File: src/rtl/demux_tdm_pkg.sv
// Shared types and constants for the 4-channel TDM demultiplexer.
package demux_tdm_pkg;

  localparam int unsigned NUM_CH = 4;

  typedef logic [1:0] slot_t;

  typedef enum logic {
    HUNT   = 1'b0,
    LOCKED = 1'b1
  } state_t;

endpackage : demux_tdm_pkg

File: src/rtl/tdm_slot_counter.sv
// Wrapping 2-bit slot counter. Priority order: clear, then load-to-1, then advance.
module tdm_slot_counter
  import demux_tdm_pkg::*;
(
  input  logic  clk,
  input  logic  rst_n,
  input  logic  clear,
  input  logic  load1,
  input  logic  advance,
  output slot_t slot
);

  slot_t slot_q, slot_d;

  always_comb begin
    slot_d = slot_q;
    if (clear) begin
      slot_d = '0;
    end else if (load1) begin
      slot_d = slot_t'(1);
    end else if (advance) begin
      slot_d = slot_q + slot_t'(1);
    end
  end

  always_ff @(posedge clk or negedge rst_n) begin
    if (!rst_n) begin
      slot_q <= '0;
    end else begin
      slot_q <= slot_d;
    end
  end

  assign slot = slot_q;

endmodule : tdm_slot_counter

File: src/rtl/demux1_4_tdm.sv
// 1:4 TDM demultiplexer: aligns to frame_sync on slot 0 and emits all four channels per frame.
// Define TDM_LOSS_DETECT_EN to drop lock on a missing slot-0 sync; otherwise flywheel mode.
module demux1_4_tdm
  import demux_tdm_pkg::*;
#(
  parameter int unsigned WIDTH = 1
) (
  input  logic             clk,
  input  logic             rst_n,
  input  logic [WIDTH-1:0] din,
  input  logic             din_valid,
  input  logic             frame_sync,
  output logic [WIDTH-1:0] y0,
  output logic [WIDTH-1:0] y1,
  output logic [WIDTH-1:0] y2,
  output logic [WIDTH-1:0] y3,
  output logic             frame_valid,
  output logic             locked,
  output logic             sync_err,
  output logic [1:0]       slot
);

  state_t           state_q, state_d;
  logic [WIDTH-1:0] stage_q [NUM_CH-1];
  logic [WIDTH-1:0] stage_d [NUM_CH-1];
  logic [WIDTH-1:0] y_q     [NUM_CH];
  logic [WIDTH-1:0] y_d     [NUM_CH];
  logic             frame_valid_q, frame_valid_d;
  logic             sync_err_q, sync_err_d;
  logic             cnt_clear, cnt_load1, cnt_advance;
  slot_t            slot_cur;

  tdm_slot_counter u_slot_counter (
    .clk     (clk),
    .rst_n   (rst_n),
    .clear   (cnt_clear),
    .load1   (cnt_load1),
    .advance (cnt_advance),
    .slot    (slot_cur)
  );

  always_comb begin
    state_d       = state_q;
    stage_d       = stage_q;
    y_d           = y_q;
    frame_valid_d = 1'b0;
    sync_err_d    = 1'b0;
    cnt_clear     = 1'b0;
    cnt_load1     = 1'b0;
    cnt_advance   = 1'b0;

    unique case (state_q)
      HUNT: begin
        if (din_valid && frame_sync) begin
          stage_d[0] = din;
          cnt_load1  = 1'b1;
          state_d    = LOCKED;
        end
      end
      LOCKED: begin
        if (din_valid) begin
          if (frame_sync && (slot_cur != '0)) begin
            // Early sync: restart the frame at this sample, partial frame is abandoned
            sync_err_d = 1'b1;
            stage_d[0] = din;
            cnt_load1  = 1'b1;
`ifdef TDM_LOSS_DETECT_EN
          end else if (!frame_sync && (slot_cur == '0)) begin
            sync_err_d = 1'b1;
            cnt_clear  = 1'b1;
            state_d    = HUNT;
`endif
          end else begin
            cnt_advance = 1'b1;
            unique case (slot_cur)
              2'd0: stage_d[0] = din;
              2'd1: stage_d[1] = din;
              2'd2: stage_d[2] = din;
              2'd3: begin
                y_d[0]        = stage_q[0];
                y_d[1]        = stage_q[1];
                y_d[2]        = stage_q[2];
                y_d[3]        = din;
                frame_valid_d = 1'b1;
              end
              default: ;
            endcase
          end
        end
      end
      default: state_d = HUNT;
    endcase
  end

  always_ff @(posedge clk or negedge rst_n) begin
    if (!rst_n) begin
      state_q       <= HUNT;
      stage_q       <= '{default: '0};
      y_q           <= '{default: '0};
      frame_valid_q <= 1'b0;
      sync_err_q    <= 1'b0;
    end else begin
      state_q       <= state_d;
      stage_q       <= stage_d;
      y_q           <= y_d;
      frame_valid_q <= frame_valid_d;
      sync_err_q    <= sync_err_d;
    end
  end

  assign y0          = y_q[0];
  assign y1          = y_q[1];
  assign y2          = y_q[2];
  assign y3          = y_q[3];
  assign frame_valid = frame_valid_q;
  assign sync_err    = sync_err_q;
  assign locked      = (state_q == LOCKED);
  assign slot        = slot_cur;

endmodule : demux1_4_tdm

File: config.mk
export PLATFORM = sky130hd
export DESIGN_NAME = demux1_4_tdm
export DESIGN_NICKNAME = d
export VERILOG_FILES = /design/src/rtl/demux_tdm_pkg.sv /design/src/rtl/tdm_slot_counter.sv /design/src/rtl/demux1_4_tdm.sv
export SDC_FILE = /design/constraint.sdc
export NUM_CORES = 1
export LEC_CHECK = 0
export CAP_MARGIN = 20
export CORE_AREA = 2 2 39 41
export CTS_BUF_LIST = sky130_fd_sc_hd__clkbuf_2 sky130_fd_sc_hd__clkbuf_4 sky130_fd_sc_hd__clkbuf_8
export DETAILED_ROUTE_END_ITERATION = 6
export DIE_AREA = 0 0 41 43
export GPL_ROUTABILITY_DRIVEN = 0
export HOLD_SLACK_MARGIN = 0.03
export PLACE_DENSITY = 0.68
export SYNTH_ARGS = -nofsm -noshare
export SYNTH_HDL_FRONTEND = slang
export SYNTH_SLANG_ARGS = --single-unit
File: constraint.sdc
create_clock -name clk -period 2.8 [get_ports clk]
set_input_delay 0.28 -clock clk [delete_from_list [all_inputs] [get_ports clk]]
set_output_delay 0.28 -clock clk [all_outputs]
set_load 0.01 [all_outputs]
# After elaboration in Yosys (flattened, before gate mapping)

Cells that the tools add are included.

Bits in latches: 0
Input port bits: 5
Bits in read-only memories: 0
Register bits after elaboration: 12
Bits in writable memories: 0
Memories kept: 0
Word-level logic and storage cells: 52
Output and inout bits: 9

Divide/modulo/power cells: 0
Shift-type cells: 0
Equality and inequality tests: 6
$mul: 0
Muxes and demuxes: 23
Bitwise gates (word level): 2
Reduce and logical (&&, ||, !) cells: 9
$add $sub $neg: 1
Magnitude comparators: 0

Operators by type and width:

| cell                                                   | number |
|---|---|
| 2-to-1 mux 1 bit                                       | 17 |
| AND reduction 4 bit                                    | 3 |
| 2-to-1 mux 2 bit                                       | 3 |
| == test 2 bit (second input constant)                  | 2 |
| inequality test 2 bit (second input constant)          | 2 |
| case mux 1 bit (2 select lines)                        | 2 |
| nonzero test 2 bit                                     | 2 |
| 2-to-1 mux 3 bit                                       | 1 |
| inequality test 3 x 1 -> 1 bit (second input constant) | 1 |
| AND reduction 3 bit                                    | 1 |
| adder 2 x 1 -> 2 bit (second input constant)           | 1 |
| == test 2 x 1 -> 1 bit (second input constant)         | 1 |
| logical AND 1 bit                                      | 2 |
| zero test 2 bit                                        | 1 |
| inverter 1 bit                                         | 2 |

# Longest topological paths before layout

Gate-level depths: netlist of run 1.

Word-level depth: 7
Gate-level depth with buffers: 5
Depth with buffers taken out: 5

# By module

Synthesis of run 1 repeated with hierarchy kept, for this count alone.

Cells, all modules: 40
Area, all modules: 556.8 um^2

Modules (own cells, without submodules):

| module           | sequential area each (um^2) | cells an instance | area each (um^2) | times used |
|---|---|---|---|---|
| demux1_4_tdm     | 250.2                       | 32                | 459.2            | 1 |
| tdm_slot_counter | 50.0                        | 8                 | 97.6             | 1 |

# Worst setup path before layout of run 1

Ideal clock, no wire load.

Kind: register to register
Start: reg u_slot_counter.slot_q[0] (netlist: u_slot_counter.slot[0])
End: reg y_q, in the netlist y0
Buffers on the path: 0
Setup slack: 1.341 ns
Clock period less this slack: 1.459 ns
Setup time: 0.125 ns
Data arrival time: 1.334 ns
Cell stages (with the launch flop): 6
Data required time: 2.675 ns
Cell sequence: dfrtp_1 -> inv_1 -> ha_1 -> nand2b_4 -> nand4_2 -> mux2_2

Longest elaborated chain between the ends: 4
Elaborated cells on any way between the ends: 5
Those cells by class: eq/ne: 1; bitwise: 1; reduce/logical: 3

Ends and longest elaborated chain:

| element                         | RTL line               | RTL |
|---|---|---|
| start: declaration              | tdm_slot_counter.sv:13 | `slot_t slot_q, slot_d;` |
| start signal: assignment        | tdm_slot_counter.sv:30 | `slot_q <= slot_d;` |
| nonzero test 2 bit              | demux1_4_tdm.sv:62     | `if (frame_sync && (slot_cur != '0)) begin` |
| logical AND 1 bit               | demux1_4_tdm.sv:62     |  |
| inverter 1 bit (no line)        | --                     |  |
| AND reduction 4 bit (no line) * | --                     |  |
| end signal: assignment          | demux1_4_tdm.sv:105    | `y_q <= y_d;` |
| end: declaration                | demux1_4_tdm.sv:26     | `logic [WIDTH-1:0] y_q [NUM_CH];` |

Mark *: on every way between the ends. The rest lies on a longest branch, timed or not.
A chain may end at the register's enable or synchronous reset.

# Final worst setup path of run 1

Start: reg state_q (netlist: locked)
End: out locked

RTL lines:

| element                  | RTL line            | RTL |
|---|---|---|
| start: declaration       | demux1_4_tdm.sv:23  | `state_t state_q, state_d;` |
| start signal: assignment | demux1_4_tdm.sv:103 | `state_q <= state_d;` |
| end: declaration         | demux1_4_tdm.sv:18  | `output logic locked,` |

No word-level cell between the ends.

==> metrics.md, run 1 <==
| Metric | Value |
|---|---|
| Status | complete, no violations |
| Die area | 1760 µm² |
| CP delay by family, top | buffers and inverters |
| Slew at the pin closest to its max-slew limit | 0.518 ns |
| CTS Sinks | 12 |
| Critical Path Sink Type | output port |
| Synthesized instance count | 39 |
| Worst setup margin | 1.20 ns |
| Hold Worst Slack | 0.354 ns |
| CP Class | reg2out |
| Peak Freq | 626 MHz |
| WL per Instance | 11.6 µm |
| Layout Area Growth over Synthesis | 34.8% |
| Htree depth | 1 |
| # diodes | 0 |
| Buf+Inv Stages, Crit Path | 1 |
| Type of origin of the critical path | flip-flop |
| Clock transition at path regs | 0.07 ns |
| Wire length on met3 | 40 µm |
| Clk root buf | clkbuf_4 |
| Avg Cell Area, Syn | 13.7 µm² |
| CP Max Fanout | 8 |
| Class of the worst hold path | in2async |
| Sequential area share after synthesis | 56.1% |
| Power density over the cells | 839 nW/µm² |
| Total GRT Usage | 12.4% |
| Number of setup violations in the final report | 0 |
| Final cell count without fillers | 72 |
| Routed wl met2 | 384 µm |
| Core area | 1380 µm² |
| Synthesized Nets | 48 |
| Placed Cells | 68 |
| Initial Util | 38.7% |
| Post-Syn Area | 536 µm² |
| Post-CTS Hold Buffers | 0 |
| Pin count of the biggest net entering global routing | 13 |
| Max layer used | met4 |
| # DRC | 0 |
| Post-CTS Setup Repair Bufs | 0 |
| DIE HEIGHT | 43 µm |
| Post-CTS resize count | 0 |
| Max-slew violations | 0 |
| Vias | 341 |
| Final period util | 57.1% |
| CTS Buf Count | 3 |
| First-pass GRT wire length | 1.43 mm |
| Layout cells sized above 1 | 21.4% |
| CTS tree | done |
| Setup tns final | 0 ns |
| Post-layout nets | 66 |
| Max stage delay on crit path | 0.58 ns |
| Met1 Wirelength | 389 µm |
| Skew-Pair Late Insertion Delay | 0.26 ns |
| Ordered list of cells on the worst path | clkdlybuf4s50_1 |
| Lkg Pwr | 0.338 nW |
| Post-layout util | 52.2% |
| Req. time, crit path | 2.52 ns |
| Hpwl dp | 638 µm |
| Worst vdd rail ir drop | 0.381 mV |
| Dpl ws | 1.23 ns |
| Remaining antenna violation count | 0 |
| IO Port Bufs | 13 |
| Synth cell types | 15 |
| Relative slew margins | 65.4% |
| FF+latch count, synth | 12 |
| Pre-Repair DR Iteration Count | 4 |
| Most frequent cells in the layout | clkdlybuf4s50_1 (13), dfrtp_1 (12), mux2_2 (6) |
| Horiz. Die Dim | 41 µm |
| Most common cell after layout, fill and taps aside | clkdlybuf4s50_1 |
| Global route overflow | 0 |
| Max-Cap Viols | 0 |
| Final Skew | 0.00194 ns |
| Syn. warnings | 0 |
| Slowest library cell on the worst path | clkdlybuf4s50_1 |
| I/O Pins | 14 |
| Initial antenna violation count | 0 |
| Final wirelength | 835 µm |
| Final Critical Period | 1.60 ns |
| Arr. time, crit path | 1.32 ns |
| Row count | 14 |
| Initial DRC Count | 5 |
| RSZ-0062 raised after global routing | false |
| Clk buf depth | 2 |
| Vias in the first global route | 362 |
| Vias/cell | 4.74 |
| Final count of hold timing violations | 0 |
-- worst register-to-register path, delay by kind of cell, from the launching register on --
family,cells,cell delay [ns]
muxes,1,0.35
and+or+nand+nor,2,0.31
DFF,1,0.40
adders and majority gates,1,0.22
buffers and inverters,1,0.10
-- area by class of cell --
cell class,instances,area [µm²]
flip-flops and latches,12,300
repair buffers,13,130
fillers,125,662
inverters,3,11.3
multi-input cells,24,224
clock buffers,4,36.3
well taps,16,20.0
-- metrics by stage --
stage	power [mW]	area, µm²
after floorplan	0.371	536
after global placement	0.475	686
after detailed placement	0.481	686
after CTS	0.616	722
after global routing	0.648	722
final	0.606	722
-- cells in the mapped netlist, drive strengths merged --
library cell	number	area [µm²]
a21o	2	15.0
a22o	1	8.76
dfrtp	12	300
ha	4	50.1
inv	3	11.3
mux2	7	78.8
mux2i	1	10.0
nand2	2	7.51
nand2b	1	13.8
nand4	3	25.0
nor2	1	3.75
nor2b	1	6.26
o21ai	1	5.00
-- path summary, 6_finish.rpt --
path / slack, ns / end / cells past startpoint / start
min reg2reg: 0.49 / stage_q[2] / 1 / stage_q[2]
max: 1.20 / locked / 1 / locked
max in group asynchronous: 2.10 / y2 / 1 / rst_n
min in group clk: 0.49 / stage_q[2] / 1 / stage_q[2]
max reg2reg: 1.30 / y1 / 5 / u_slot_counter.slot[0]
min: 0.35 / stage_q[1] / 1 / rst_n
-- layer usage --
metal  vias to the layer above  global-route usage [%]
met3                         2                    1.57
met1                       160                    15.3
met4                         0                    12.0
li1                        169                       -
met2                        10                    17.5
met5                         -                       0
-- cells by family after synthesis --
family	after synthesis	share of synthesized area, %
adder cells (fa/ha/maj)	4	9.35
AND/OR/NAND/NOR	8	10.5
AO/OA/AOI/OAI	4	5.37
buffers and inverters	3	2.10
multiplexers	8	16.6
flip-flops	12	56.1
-- registers in the layout, indices dropped and copies added (netlist names) --
signal / flops
locked: 1
y0: 1
stage_q: 3
u_slot_counter.slot: 2
y3: 1
y1: 1
sync_err: 1
frame_valid: 1
y2: 1
-- power by group --
group | leakage [nW] | internal, mW | switching [mW] | total (mW)
registers | 0.144 | 0.230 | 0.0300 | 0.260
logic | 0.173 | 0.133 | 0.0786 | 0.212
clock network | 0.0210 | 0.0789 | 0.0551 | 0.134
total | 0.338 | 0.442 | 0.164 | 0.606
No activity file was read; power rests on OpenSTA's default activity.
==> run 2: changes to the inputs <==
--- a/config.mk
+++ b/config.mk
@@ -12,7 +12,7 @@
 export DIE_AREA = 0 0 41 43
 export GPL_ROUTABILITY_DRIVEN = 0
 export HOLD_SLACK_MARGIN = 0.03
-export PLACE_DENSITY = 0.68
+export PLACE_DENSITY = 0.71
 export SYNTH_ARGS = -nofsm -noshare
 export SYNTH_HDL_FRONTEND = slang
 export SYNTH_SLANG_ARGS = --single-unit
==> constraint.sdc (replaced) <==
create_clock -name clk -period 1.4 [get_ports clk]
set_input_delay 0.14 -clock clk [delete_from_list [all_inputs] [get_ports clk]]
set_output_delay 0.14 -clock clk [all_outputs]
set_load 0.01 [all_outputs]
==> run 2 against run 1 <==
Largest power group unchanged; clock power is 100% higher; clock skew is 0.0012 ns lower; sequential power is 97% higher.
==> metrics.md, run 2 (synthesized netlist as in run 1, its figures left out) <==
| Metric | Value |
|---|---|
| Most frequent cells in the layout | dfrtp_1 (11), clkdlybuf4s50_1 (11), mux2_2 (6) |
| Met1 usage | 21.0% (+5.7 points) |
| CP Max Fanout | 5 (-3) |
| CP delay by family, top | flip-flops |
| Final period util | 95.2% |
| Core area | 1380 µm² (unchanged) |
| Fin area | 754 µm² (+4.5%) |
| Max stage delay on crit path | 0.39 ns (-0.19 ns) |
| Clk root buf | clkbuf_4 |
| CTS Sinks | 12 (unchanged) |
| Global route overflow | 0 (unchanged) |
| CTS tree | done |
| # DRC | 0 (unchanged) |
| Hold Worst Slack | 0.216 ns (-0.138 ns) |
| RSZ-0062 raised after global routing | false |
| Initial Util | 38.7% (unchanged) |
| First-pass GRT wire length | 1.52 mm (+6.7%) |
| Top reg by flops | stage_q |
| Area post-placement | 712 µm² (+3.8%) |
| Layout cells sized above 1 | 30.5% (+9.1 points) |
| Horiz. Die Dim | 41 µm (unchanged) |
| Final Skew | 0.000715 ns (-0.00122 ns) |
| Initial antenna violation count | 0 (unchanged) |
| Pin count of the biggest net entering global routing | 13 (unchanged) |
| WL per Instance | 11.3 µm (-2.3%) |
| Max-slew violations | 0 (unchanged) |
| Final Critical Period | 1.33 ns |
| Skew-Pair Late Insertion Delay | 0.26 ns (about the same) |
| Ordered list of cells on the worst path | buf_4 > ha_1 > nand4_4 > mux2_2 |
| Max-Cap Viols | 0 (unchanged) |
| Met3 usage in global routing | 3.14% (+1.6 points) |
| DIE HEIGHT | 43 µm (unchanged) |
| Worst vdd rail ir drop | 1.08 mV (+180%) |
| Buf+Inv Stages, Crit Path | 1 (unchanged) |
| Final count of hold timing violations | 0 (unchanged) |
| IO Port Bufs | 13 (unchanged) |
| Total Power | 1.24 mW (+100%) |
| I/O Pins | 14 (unchanged) |
| Vias | 348 (+2.1%) |
| Global route hottest layer | met1 |
| Final wirelength | 850 µm (+1.8%) |
| Lkg Pwr | 0.350 nW (+3.6%) |
| Post-layout nets | 69 (+4.5%) |
| Number of setup violations in the final report | 0 (unchanged) |
| CP Class | reg2reg |
| Relative slew margins | 65.2% (-0.10 points) |
| Slowest library cell on the worst path | dfrtp_1 |
| Slew at the pin closest to its max-slew limit | 0.520 ns (+0.00156 ns) |
| Power density over the cells | 1640 nW/µm² (+96%) |
| Clock transition at path regs | 0.08 ns (about the same) |
| Status | complete, no violations |
| Initial DRC Count | 5 (unchanged) |
| Met2 global-route usage | 15.6% (-1.9 points) |
| Class of the worst hold path | in2async |
| Die area | 1760 µm² (unchanged) |
| Peak Freq | 750 MHz |
| Req. time, crit path | 1.55 ns (-0.97 ns) |
| Pre-Repair DR Iteration Count | 3 (-1) |
| Htree depth | 1 (unchanged) |
| Clk buf depth | 2 (unchanged) |
| Arr. time, crit path | 1.48 ns (+0.16 ns) |
| Type of origin of the critical path | flip-flop |
| Vias/cell | 4.64 (-2.0%) |
| CTS Buf Count | 3 (unchanged) |
| Critical Path Sink Type | flip-flop |
| Layout Area Growth over Synthesis | 40.9% |
| Remaining antenna violation count | 0 (unchanged) |
| Max reg flops | 3 (unchanged) |
| # diodes | 0 (unchanged) |
| Row count | 14 (unchanged) |
| Vias in the first global route | 352 (-2.8%) |
| Total GRT Usage | 12.9% (+0.46 points) |
-- run 2: changes by cell type in the layout (fill, tap and decap cells not counted), sizes merged --
cell and change:
buf +3, clkdlybuf4s50 -2, dlygate4sd2 +2
-- run 2: metrics by stage --
step | util [%] | setup WS [ns] | TNS, ns | cells
5_1_grt | 54.5 | 0.00469 | 0 | 75
2_1_floorplan | - | 0.00410 | 0 | 39
3_3_place_gp | 51.4 | 0.00824 | 0 | 70
3_5_place_dp | 51.4 | -0.0115 | -0.0246 | 70
4_1_cts | 54.5 | 0.0482 | 0 | 75
6_report | 54.5 | 0.0669 | 0 | 75
-- run 2: layer usage --
metal  vias up  part of all wire (%)
li1        178                     -
met4         0                     0
met5         -                     0
met2         7                    45
met1       163                    51
met3         0                   3.6
-- run 2: path summary, 6_finish.rpt --
kind                                     endpoint  depth (start not counted)  slack, ns              startpoint
min in group clk                       stage_q[2]                          1       0.50              stage_q[2]
min                        u_slot_counter.slot[1]                          1       0.22                   rst_n
min reg2reg                            stage_q[2]                          1       0.50              stage_q[2]
max reg2reg                                    y0                          4       0.07  u_slot_counter.slot[0]
max in group asynchronous                  locked                          1       0.81                   rst_n
max                                            y0                          4       0.07  u_slot_counter.slot[0]
-- run 2: area by class of cell --
type	instances	area [µm²]
clock buffer	4	36.3
fill	127	629
inverter	3	11.3
multi-input combinational	24	235
sequential	12	302
tap	16	20.0
timing repair buffer	16	150
-- run 2: what timing repair did --
| action | 4_1_cts | 5_1_grt |
|---|---|---|
| resized for setup | 3 | 0 |
| setup buffers | 1 | 0 |
| pin swaps | 0 | 1 |
| hold buffers | 0 | 0 |
| setup endpoints to repair | 3 | 4 |
-- run 2: where the power goes --
| part | internal [mW] | switching, mW | leakage, nW |
|---|---|---|---|
| Combinational | 0.280 | 0.179 | 0.185 |
| Clock | 0.158 | 0.111 | 0.0210 |
| Sequential | 0.461 | 0.0503 | 0.144 |
| Total | 0.898 | 0.341 | 0.350 |
